==> src/rtl/tmds_pkg.sv <==
// Shared types and constants for the TMDS period scheduler: scheduler states,
// HDMI video guard-band words and the video preamble CTL pattern.
package tmds_pkg;

  typedef enum logic [1:0] {
    CONTROL  = 2'd0,
    PREAMBLE = 2'd1,
    GUARD    = 2'd2,
    VIDEO    = 2'd3
  } sched_state_t;

  localparam logic [9:0] GUARD_WORD_CH0 = 10'b1011001100;
  localparam logic [9:0] GUARD_WORD_CH1 = 10'b0100110011;
  localparam logic [9:0] GUARD_WORD_CH2 = 10'b1011001100;

  // {CTL3, CTL2, CTL1, CTL0} during the video data preamble
  localparam logic [3:0] PREAMBLE_CTL = 4'b0001;

endpackage

==> src/rtl/video_timing_counter.sv <==
// Raster h/v counters with combinational sync levels and active-region flags
// for the count value currently held.
module video_timing_counter
  import tmds_pkg::*;
#(
  parameter int H_ACTIVE  = 640,
  parameter int H_FRONT   = 16,
  parameter int H_SYNC    = 96,
  parameter int H_BACK    = 48,
  parameter int V_ACTIVE  = 480,
  parameter int V_FRONT   = 10,
  parameter int V_SYNC    = 2,
  parameter int V_BACK    = 33,
  parameter bit HSYNC_POL = 1'b0,
  parameter bit VSYNC_POL = 1'b0
) (
  input  logic        clk,
  input  logic        srst,
  output logic [11:0] h_count,
  output logic [11:0] v_count,
  output logic        hsync,
  output logic        vsync,
  output logic        active,
  output logic        next_line_active
);

  localparam int H_TOTAL = H_ACTIVE + H_FRONT + H_SYNC + H_BACK;
  localparam int V_TOTAL = V_ACTIVE + V_FRONT + V_SYNC + V_BACK;

  localparam logic [11:0] H_LAST     = 12'(H_TOTAL - 1);
  localparam logic [11:0] V_LAST     = 12'(V_TOTAL - 1);
  localparam logic [11:0] H_ACT_END  = 12'(H_ACTIVE);
  localparam logic [11:0] V_ACT_END  = 12'(V_ACTIVE);
  localparam logic [11:0] HS_START   = 12'(H_ACTIVE + H_FRONT);
  localparam logic [11:0] HS_END     = 12'(H_ACTIVE + H_FRONT + H_SYNC);
  localparam logic [11:0] VS_START   = 12'(V_ACTIVE + V_FRONT);
  localparam logic [11:0] VS_END     = 12'(V_ACTIVE + V_FRONT + V_SYNC);

  logic [11:0] h_count_reg;
  logic [11:0] v_count_reg;
  logic [11:0] v_following;

  always_ff @(posedge clk) begin
    if (srst) begin
      h_count_reg <= '0;
      v_count_reg <= '0;
    end else if (h_count_reg == H_LAST) begin
      h_count_reg <= '0;
      v_count_reg <= v_following;
    end else begin
      h_count_reg <= h_count_reg + 12'd1;
    end
  end

  // Index of the line after the current one, wrapping at the frame end.
  assign v_following = (v_count_reg == V_LAST) ? 12'd0 : v_count_reg + 12'd1;

  assign h_count          = h_count_reg;
  assign v_count          = v_count_reg;
  assign hsync            = (h_count_reg >= HS_START && h_count_reg < HS_END) ? HSYNC_POL : ~HSYNC_POL;
  assign vsync            = (v_count_reg >= VS_START && v_count_reg < VS_END) ? VSYNC_POL : ~VSYNC_POL;
  assign active           = (h_count_reg < H_ACT_END) && (v_count_reg < V_ACT_END);
  assign next_line_active = (v_following < V_ACT_END);

endmodule

==> src/rtl/tmds_period_scheduler.sv <==
// Schedules control, preamble, guard-band and video periods for three TMDS
// encoders and supplies the guard-band override aligned to encoder outputs.
module tmds_period_scheduler
  import tmds_pkg::*;
#(
  parameter int H_ACTIVE        = 640,
  parameter int H_FRONT         = 16,
  parameter int H_SYNC          = 96,
  parameter int H_BACK          = 48,
  parameter int V_ACTIVE        = 480,
  parameter int V_FRONT         = 10,
  parameter int V_SYNC          = 2,
  parameter int V_BACK          = 33,
  parameter bit HSYNC_POL       = 1'b0,
  parameter bit VSYNC_POL       = 1'b0,
  parameter int PREAMBLE_LEN    = 8,
  parameter int GUARD_LEN       = 2,
  parameter int ENCODER_LATENCY = 3
) (
  input  logic        pixel_clock,
  input  logic        reset,
  input  logic        hdmi_mode,
  output logic [11:0] x,
  output logic [11:0] y,
  output logic        frame_start,
  output logic        video_data_enable,
  output logic        ch0_c0,
  output logic        ch0_c1,
  output logic        ch1_c0,
  output logic        ch1_c1,
  output logic        ch2_c0,
  output logic        ch2_c1,
  output logic        guard_active,
  output logic        guard_active_out,
  output logic [9:0]  guard_tmds_ch0,
  output logic [9:0]  guard_tmds_ch1,
  output logic [9:0]  guard_tmds_ch2
);

  localparam int H_TOTAL = H_ACTIVE + H_FRONT + H_SYNC + H_BACK;
  localparam int V_TOTAL = V_ACTIVE + V_FRONT + V_SYNC + V_BACK;

  localparam logic [11:0] PREAMBLE_START = 12'(H_TOTAL - PREAMBLE_LEN - GUARD_LEN);
  localparam logic [11:0] GUARD_START    = 12'(H_TOTAL - GUARD_LEN);
  localparam logic [11:0] VIDEO_END      = 12'(H_ACTIVE);

  if (H_TOTAL > 4096 || V_TOTAL > 4096) begin : g_size_check
    $error("tmds_period_scheduler: H_TOTAL and V_TOTAL must not exceed 4096");
  end
  if (H_BACK < PREAMBLE_LEN + GUARD_LEN || GUARD_LEN < 1 || ENCODER_LATENCY < 1) begin : g_period_check
    $error("tmds_period_scheduler: back porch too short for preamble and guard band");
  end

  logic [11:0] h_count;
  logic [11:0] v_count;
  logic        hsync;
  logic        vsync;
  logic        active;
  logic        next_line_active;

  video_timing_counter #(
    .H_ACTIVE (H_ACTIVE),
    .H_FRONT  (H_FRONT),
    .H_SYNC   (H_SYNC),
    .H_BACK   (H_BACK),
    .V_ACTIVE (V_ACTIVE),
    .V_FRONT  (V_FRONT),
    .V_SYNC   (V_SYNC),
    .V_BACK   (V_BACK),
    .HSYNC_POL(HSYNC_POL),
    .VSYNC_POL(VSYNC_POL)
  ) u_timing (
    .clk             (pixel_clock),
    .srst            (reset),
    .h_count         (h_count),
    .v_count         (v_count),
    .hsync           (hsync),
    .vsync           (vsync),
    .active          (active),
    .next_line_active(next_line_active)
  );

  // state_next is the period that applies to the count value held right now.
  sched_state_t state_reg;
  sched_state_t state_next;
  logic         de_next;
  logic         sync_c0_next;
  logic         sync_c1_next;
  logic [3:0]   ctl_next;
  logic         guard_next;

  always_ff @(posedge pixel_clock) begin
    if (reset) begin
      state_reg <= CONTROL;
    end else begin
      state_reg <= state_next;
    end
  end

  always_comb begin
    state_next = state_reg;
    case (state_reg)
      CONTROL: begin
        // Entering video without a preamble also covers the first line after
        // reset and lines whose preamble slot passed while in DVI mode.
        if (hdmi_mode && next_line_active && h_count == PREAMBLE_START) begin
          state_next = PREAMBLE;
        end else if (active && h_count == 12'd0) begin
          state_next = VIDEO;
        end
      end
      PREAMBLE: if (h_count == GUARD_START) state_next = GUARD;
      GUARD:    if (h_count == 12'd0) state_next = VIDEO;
      VIDEO:    if (h_count == VIDEO_END) state_next = CONTROL;
      default:  state_next = CONTROL;
    endcase

    de_next      = (state_next == VIDEO);
    sync_c0_next = de_next ? 1'b0 : hsync;
    sync_c1_next = de_next ? 1'b0 : vsync;
    ctl_next     = (state_next == PREAMBLE) ? PREAMBLE_CTL : 4'b0000;
    guard_next   = (state_next == GUARD);
  end

  logic [11:0] x_reg;
  logic [11:0] y_reg;
  logic        frame_start_reg;
  logic        de_reg;
  logic        ch0_c0_reg;
  logic        ch0_c1_reg;
  logic [3:0]  ctl_reg;
  logic        guard_active_reg;
  logic [9:0]  word_ch0_reg;
  logic [9:0]  word_ch1_reg;
  logic [9:0]  word_ch2_reg;

  always_ff @(posedge pixel_clock) begin
    if (reset) begin
      x_reg            <= '0;
      y_reg            <= '0;
      frame_start_reg  <= 1'b0;
      de_reg           <= 1'b0;
      ch0_c0_reg       <= ~HSYNC_POL;
      ch0_c1_reg       <= ~VSYNC_POL;
      ctl_reg          <= '0;
      guard_active_reg <= 1'b0;
      word_ch0_reg     <= '0;
      word_ch1_reg     <= '0;
      word_ch2_reg     <= '0;
    end else begin
      x_reg            <= h_count;
      y_reg            <= v_count;
      frame_start_reg  <= (h_count == 12'd0) && (v_count == 12'd0);
      de_reg           <= de_next;
      ch0_c0_reg       <= sync_c0_next;
      ch0_c1_reg       <= sync_c1_next;
      ctl_reg          <= ctl_next;
      guard_active_reg <= guard_next;
      word_ch0_reg     <= GUARD_WORD_CH0;
      word_ch1_reg     <= GUARD_WORD_CH1;
      word_ch2_reg     <= GUARD_WORD_CH2;
    end
  end

  // Delay line matching the encoder pipeline so the mux swaps in guard words
  // exactly where the encoders emit the guard-band clocks.
  logic guard_pipe_reg [ENCODER_LATENCY];

  genvar gi;
  for (gi = 0; gi < ENCODER_LATENCY; gi++) begin : g_guard_pipe
    if (gi == 0) begin : g_head
      always_ff @(posedge pixel_clock) begin
        if (reset) guard_pipe_reg[gi] <= 1'b0;
        else       guard_pipe_reg[gi] <= guard_active_reg;
      end
    end else begin : g_tail
      always_ff @(posedge pixel_clock) begin
        if (reset) guard_pipe_reg[gi] <= 1'b0;
        else       guard_pipe_reg[gi] <= guard_pipe_reg[gi-1];
      end
    end
  end

  assign x                 = x_reg;
  assign y                 = y_reg;
  assign frame_start       = frame_start_reg;
  assign video_data_enable = de_reg;
  assign ch0_c0            = ch0_c0_reg;
  assign ch0_c1            = ch0_c1_reg;
  assign ch1_c0            = ctl_reg[0];
  assign ch1_c1            = ctl_reg[1];
  assign ch2_c0            = ctl_reg[2];
  assign ch2_c1            = ctl_reg[3];
  assign guard_active      = guard_active_reg;
  assign guard_active_out  = guard_pipe_reg[ENCODER_LATENCY-1];
  assign guard_tmds_ch0    = word_ch0_reg;
  assign guard_tmds_ch1    = word_ch1_reg;
  assign guard_tmds_ch2    = word_ch2_reg;

endmodule

==> config.mk <==
export PLATFORM = sky130hd
export DESIGN_NAME = tmds_period_scheduler
export DESIGN_NICKNAME = d
export VERILOG_FILES = /design/src/rtl/tmds_pkg.sv /design/src/rtl/video_timing_counter.sv /design/src/rtl/tmds_period_scheduler.sv
export SDC_FILE = /design/constraint.sdc
export NUM_CORES = 1
export LEC_CHECK = 0
export CAP_MARGIN = 20
export CORE_ASPECT_RATIO = 2
export CORE_MARGIN = 3
export CORE_UTILIZATION = 44
export DETAILED_ROUTE_END_ITERATION = 10
export GPL_ROUTABILITY_DRIVEN = 0
export GPL_TIMING_DRIVEN = 1
export HOLD_SLACK_MARGIN = 0.15
export PLACE_DENSITY_LB_ADDON = 0.2
export SYNTH_ARGS = -nofsm -noshare
export SYNTH_HDL_FRONTEND = slang
export SYNTH_SLANG_ARGS = --single-unit
==> constraint.sdc <==
create_clock -name pixel_clock -period 2.1 [get_ports pixel_clock]
set_input_delay 0.315 -clock pixel_clock [delete_from_list [all_inputs] [get_ports pixel_clock]]
set_output_delay 0.315 -clock pixel_clock [all_outputs]
set_load 0.01 [all_outputs]
==> flow_metrics.env <==
export IMPL_status="complete, no violations"
export IMPL_postPlaceCellArea_um2=3261
export IMPL_fin_tns_setup_ns=0
export IMPL_via_per_inst=5.279
export IMPL_fin_util_pct=62.40
export IMPL_fin_skew_ns=0.006056
export IMPL_netlist_area_um2=2698
export IMPL_place_hpwl_mm=4.750
export IMPL_antenna_found_initial=0
export IMPL_cp_num_cells=4
export IMPL_rows=39
export IMPL_gr_usage_met3_pct=5.752
export IMPL_critPathCaptureType="flop"
export IMPL_rsz0062_at_grt="false"
export IMPL_overflow=0
export IMPL_ys_seq_area_share_pct=44.53
export IMPL_cp_buffers_inverters=0
export IMPL_cp_cell_sequence="or4_4, or3_4, or4b_1, a21oi_1"
export IMPL_nets=375
export IMPL_die_area_um2=7163
export IMPL_cts_buffer_depth=2
export IMPL_max_cap_violations=0
export IMPL_worst_setup_path_start_kind="flop"
export IMPL_max_stage_delay_ns=0.57
export IMPL_num_vias=2286
export IMPL_worstPathMaxFanout=7
export IMPL_cts_hold_buf=0
export IMPL_wl_per_cell_um=14.74
export IMPL_crit_arrival_ns=2.27
export IMPL_cts_setup_buffers=0
export IMPL_critical_path_class="reg2reg"
export IMPL_chipWidth_um=61.37
export IMPL_insertion_delay_ns=0.33
export IMPL_drtIter0Drc=101
export IMPL_pin_count=67
export IMPL_yosysWarnings=0
export IMPL_cts_root_buf="clkbuf_16"
export IMPL_synthFlopType="dfxtp_1"
export IMPL_initial_core_util_pct=46.46
export IMPL_cts_tree="done"
export IMPL_r2r_start="u_timing.h_count[11]"
export IMPL_grt_pass1_vias=2077
export IMPL_hp_class="reg2reg"
export IMPL_clkTransAtPathRegs_ns=0.05
export IMPL_async_flop_share_pct=0
export IMPL_syn_avg_cell_area_um2=8.845
export IMPL_ys_types=46
export IMPL_grt_use_total_pct=19.19
export IMPL_layout_setup_ws_ns=0.09364
export IMPL_reg2reg_depth=4
export IMPL_port_buffers=48
export IMPL_p_per_area_nw_per_um2=830.5
export IMPL_finalSetupViolCount=0
export IMPL_grtUsageMet2_pct=34.16
export IMPL_fmax_mhz=498.4
export IMPL_drt_total_wl_mm=6.383
export IMPL_r2r_slack_ns=0.09
export IMPL_drc=0
export IMPL_crit_start="u_timing.h_count[11]"
export IMPL_crit_required_ns=2.36
export IMPL_fin_crit_ns=2.006
export IMPL_syn_inst=305
export IMPL_synth_edf_count=0
export IMPL_htree_levels=3
export IMPL_gr_usage_met1_pct=19.57
export IMPL_critPathSlowestCell="or4_4"
export IMPL_cts_sinks=60
export IMPL_cts_buffers=9
export IMPL_timing_hold_ws_ns=0.4386
export IMPL_hold_viol_final=0
export IMPL_ys_ff_latch=60
export IMPL_period_share_pct=95.54
export IMPL_post_place_ws_ns=-0.08104
export IMPL_grt_pass1_wl_mm=10.01
export IMPL_reg2reg_to="u_timing.v_count[3]"
export IMPL_core_um2=5807
export IMPL_drive_above_1_share_pct=15.59
export IMPL_crit_family="simple AND/OR/NAND/NOR gates"
export IMPL_p_leak_nw=1.408
export IMPL_areaGrowthSynthToFinish_pct=34.32
export IMPL_vdd_drop_max_uv=539.9
export IMPL_diodes=0
export IMPL_grt_max_degree=25
export IMPL_fp_dieH_um=116.7
export IMPL_drtAntennaViolNets=0
export IMPL_grt_busiest_layer="met2"
export IMPL_slew_viol_final=0
export IMPL_drtPass1Iterations=4
export IMPL_endpoint="u_timing.v_count[3]"
export IMPL_finish_instance_area_um2=3623
-- per-layer routing --
metal  vias to the layer above  routed length [um]
li1                       1119                   -
met1                      1075                2363
met2                        79                3540
met3                        13                 327
met4                         0                 151
met5                         -                   0
-- worst register-to-register path, stage by stage (launching register included) --
cell and delay, ns:
dfxtp_1 0.31, or4_4 0.57, or3_4 0.40, or4b_1 0.52, a21oi_1 0.14
-- final cells by class --
type	instances	area [um^2]
timing repair buffer	81	728.2
tap	61	76.32
sequential	60	1201
multi-input combinational	207	1269
fill	502	2183
inverter	8	30.03
clock buffer	12	246.5
clock inverter	4	72.57
-- cell usage in the layout, fill, tap and decap left out, types with 14 or more instances in the layout --
| cell type | n |
|---|---|
| nand3_1 | 16 |
| buf_4 | 33 |
| nor2b_1 | 23 |
| a21oi_1 | 14 |
| conb_1 | 18 |
| clkdlybuf4s50_1 | 48 |
| dfxtp_1 | 60 |
| nor2_1 | 30 |
| nand2_1 | 15 |
-- logic make-up after synthesis --
logic type,count (synthesis),share of synthesized area [%]
buf+inv,55,12.43
compound gates,36,8.071
simple gates,134,27.92
fa+ha+maj,5,2.319
other cells,1,0.1390
xor+xnor,13,4.221
flops,60,44.53
mux,1,0.3711
-- power breakdown --
| group | switching [mW] | leakage [nW] | internal (mW) | total (mW) |
|---|---|---|---|---|
| logic | 0.123 | 0.769 | 0.123 | 0.246 |
| clock network | 0.492 | 0.153 | 1.07 | 1.56 |
| registers | 0.0257 | 0.486 | 1.18 | 1.20 |
-- worst min path at each step --
| stage | slack [ns] | to | start | cells after the start |
|---|---|---|---|---|
| after global routing | 0.45 | guard_pipe_reg[1] | guard_pipe_reg[0] | 1 |
| after detailed placement | 0.43 | guard_pipe_reg[1] | guard_pipe_reg[0] | 1 |
| after floorplan | 0.41 | guard_pipe_reg[1] | guard_pipe_reg[0] | 1 |
| final | 0.44 | guard_pipe_reg[1] | guard_pipe_reg[0] | 1 |
| after global placement | 0.42 | guard_pipe_reg[2] | guard_pipe_reg[1] | 1 |
| after CTS | 0.44 | guard_pipe_reg[1] | guard_pipe_reg[0] | 1 |
-- what timing repair did --
item	4_1_cts	5_1_grt
pin swaps	2	5
cloned	0	0
setup endpoints to repair	10	13
gates resized for setup	1	8
-- per-stage QoR --
| step | cells | power, mW |
|---|---|---|
| CTS | 433 | 3.037 |
| floorplan | 322 | 1.392 |
| global route | 433 | 3.124 |
| detailed placement | 417 | 1.466 |
| global placement | 417 | 1.461 |
| finish | 433 | 3.009 |
-- synth_stat cells (all sizes together), types with 2 or more instances --
master	n	area (um^2)
nand4b	2	17.52
nor4	4	25.02
nor3b	2	15.01
o311ai	2	17.52
o21ai	9	45.04
nor2	30	112.6
or4b	3	30.03
nand4	7	43.79
a31oi	2	12.51
nand2	15	56.30
xor2	9	78.83
nand2b	2	12.51
clkbuf	11	41.29
a21oi	15	75.07
and4	4	35.03
o2bb2ai	2	17.52
nor2b	23	143.9
nor4b	2	17.52
dfxtp	60	1201
nor3	5	30.03
xnor2	4	35.03
o31a	2	17.52
and3	5	31.28
inv	8	30.03
nand3	16	80.08
or3	9	61.31
buf	36	264.0
ha	5	62.56
Note: power is estimated with default switching activity, not from simulation.
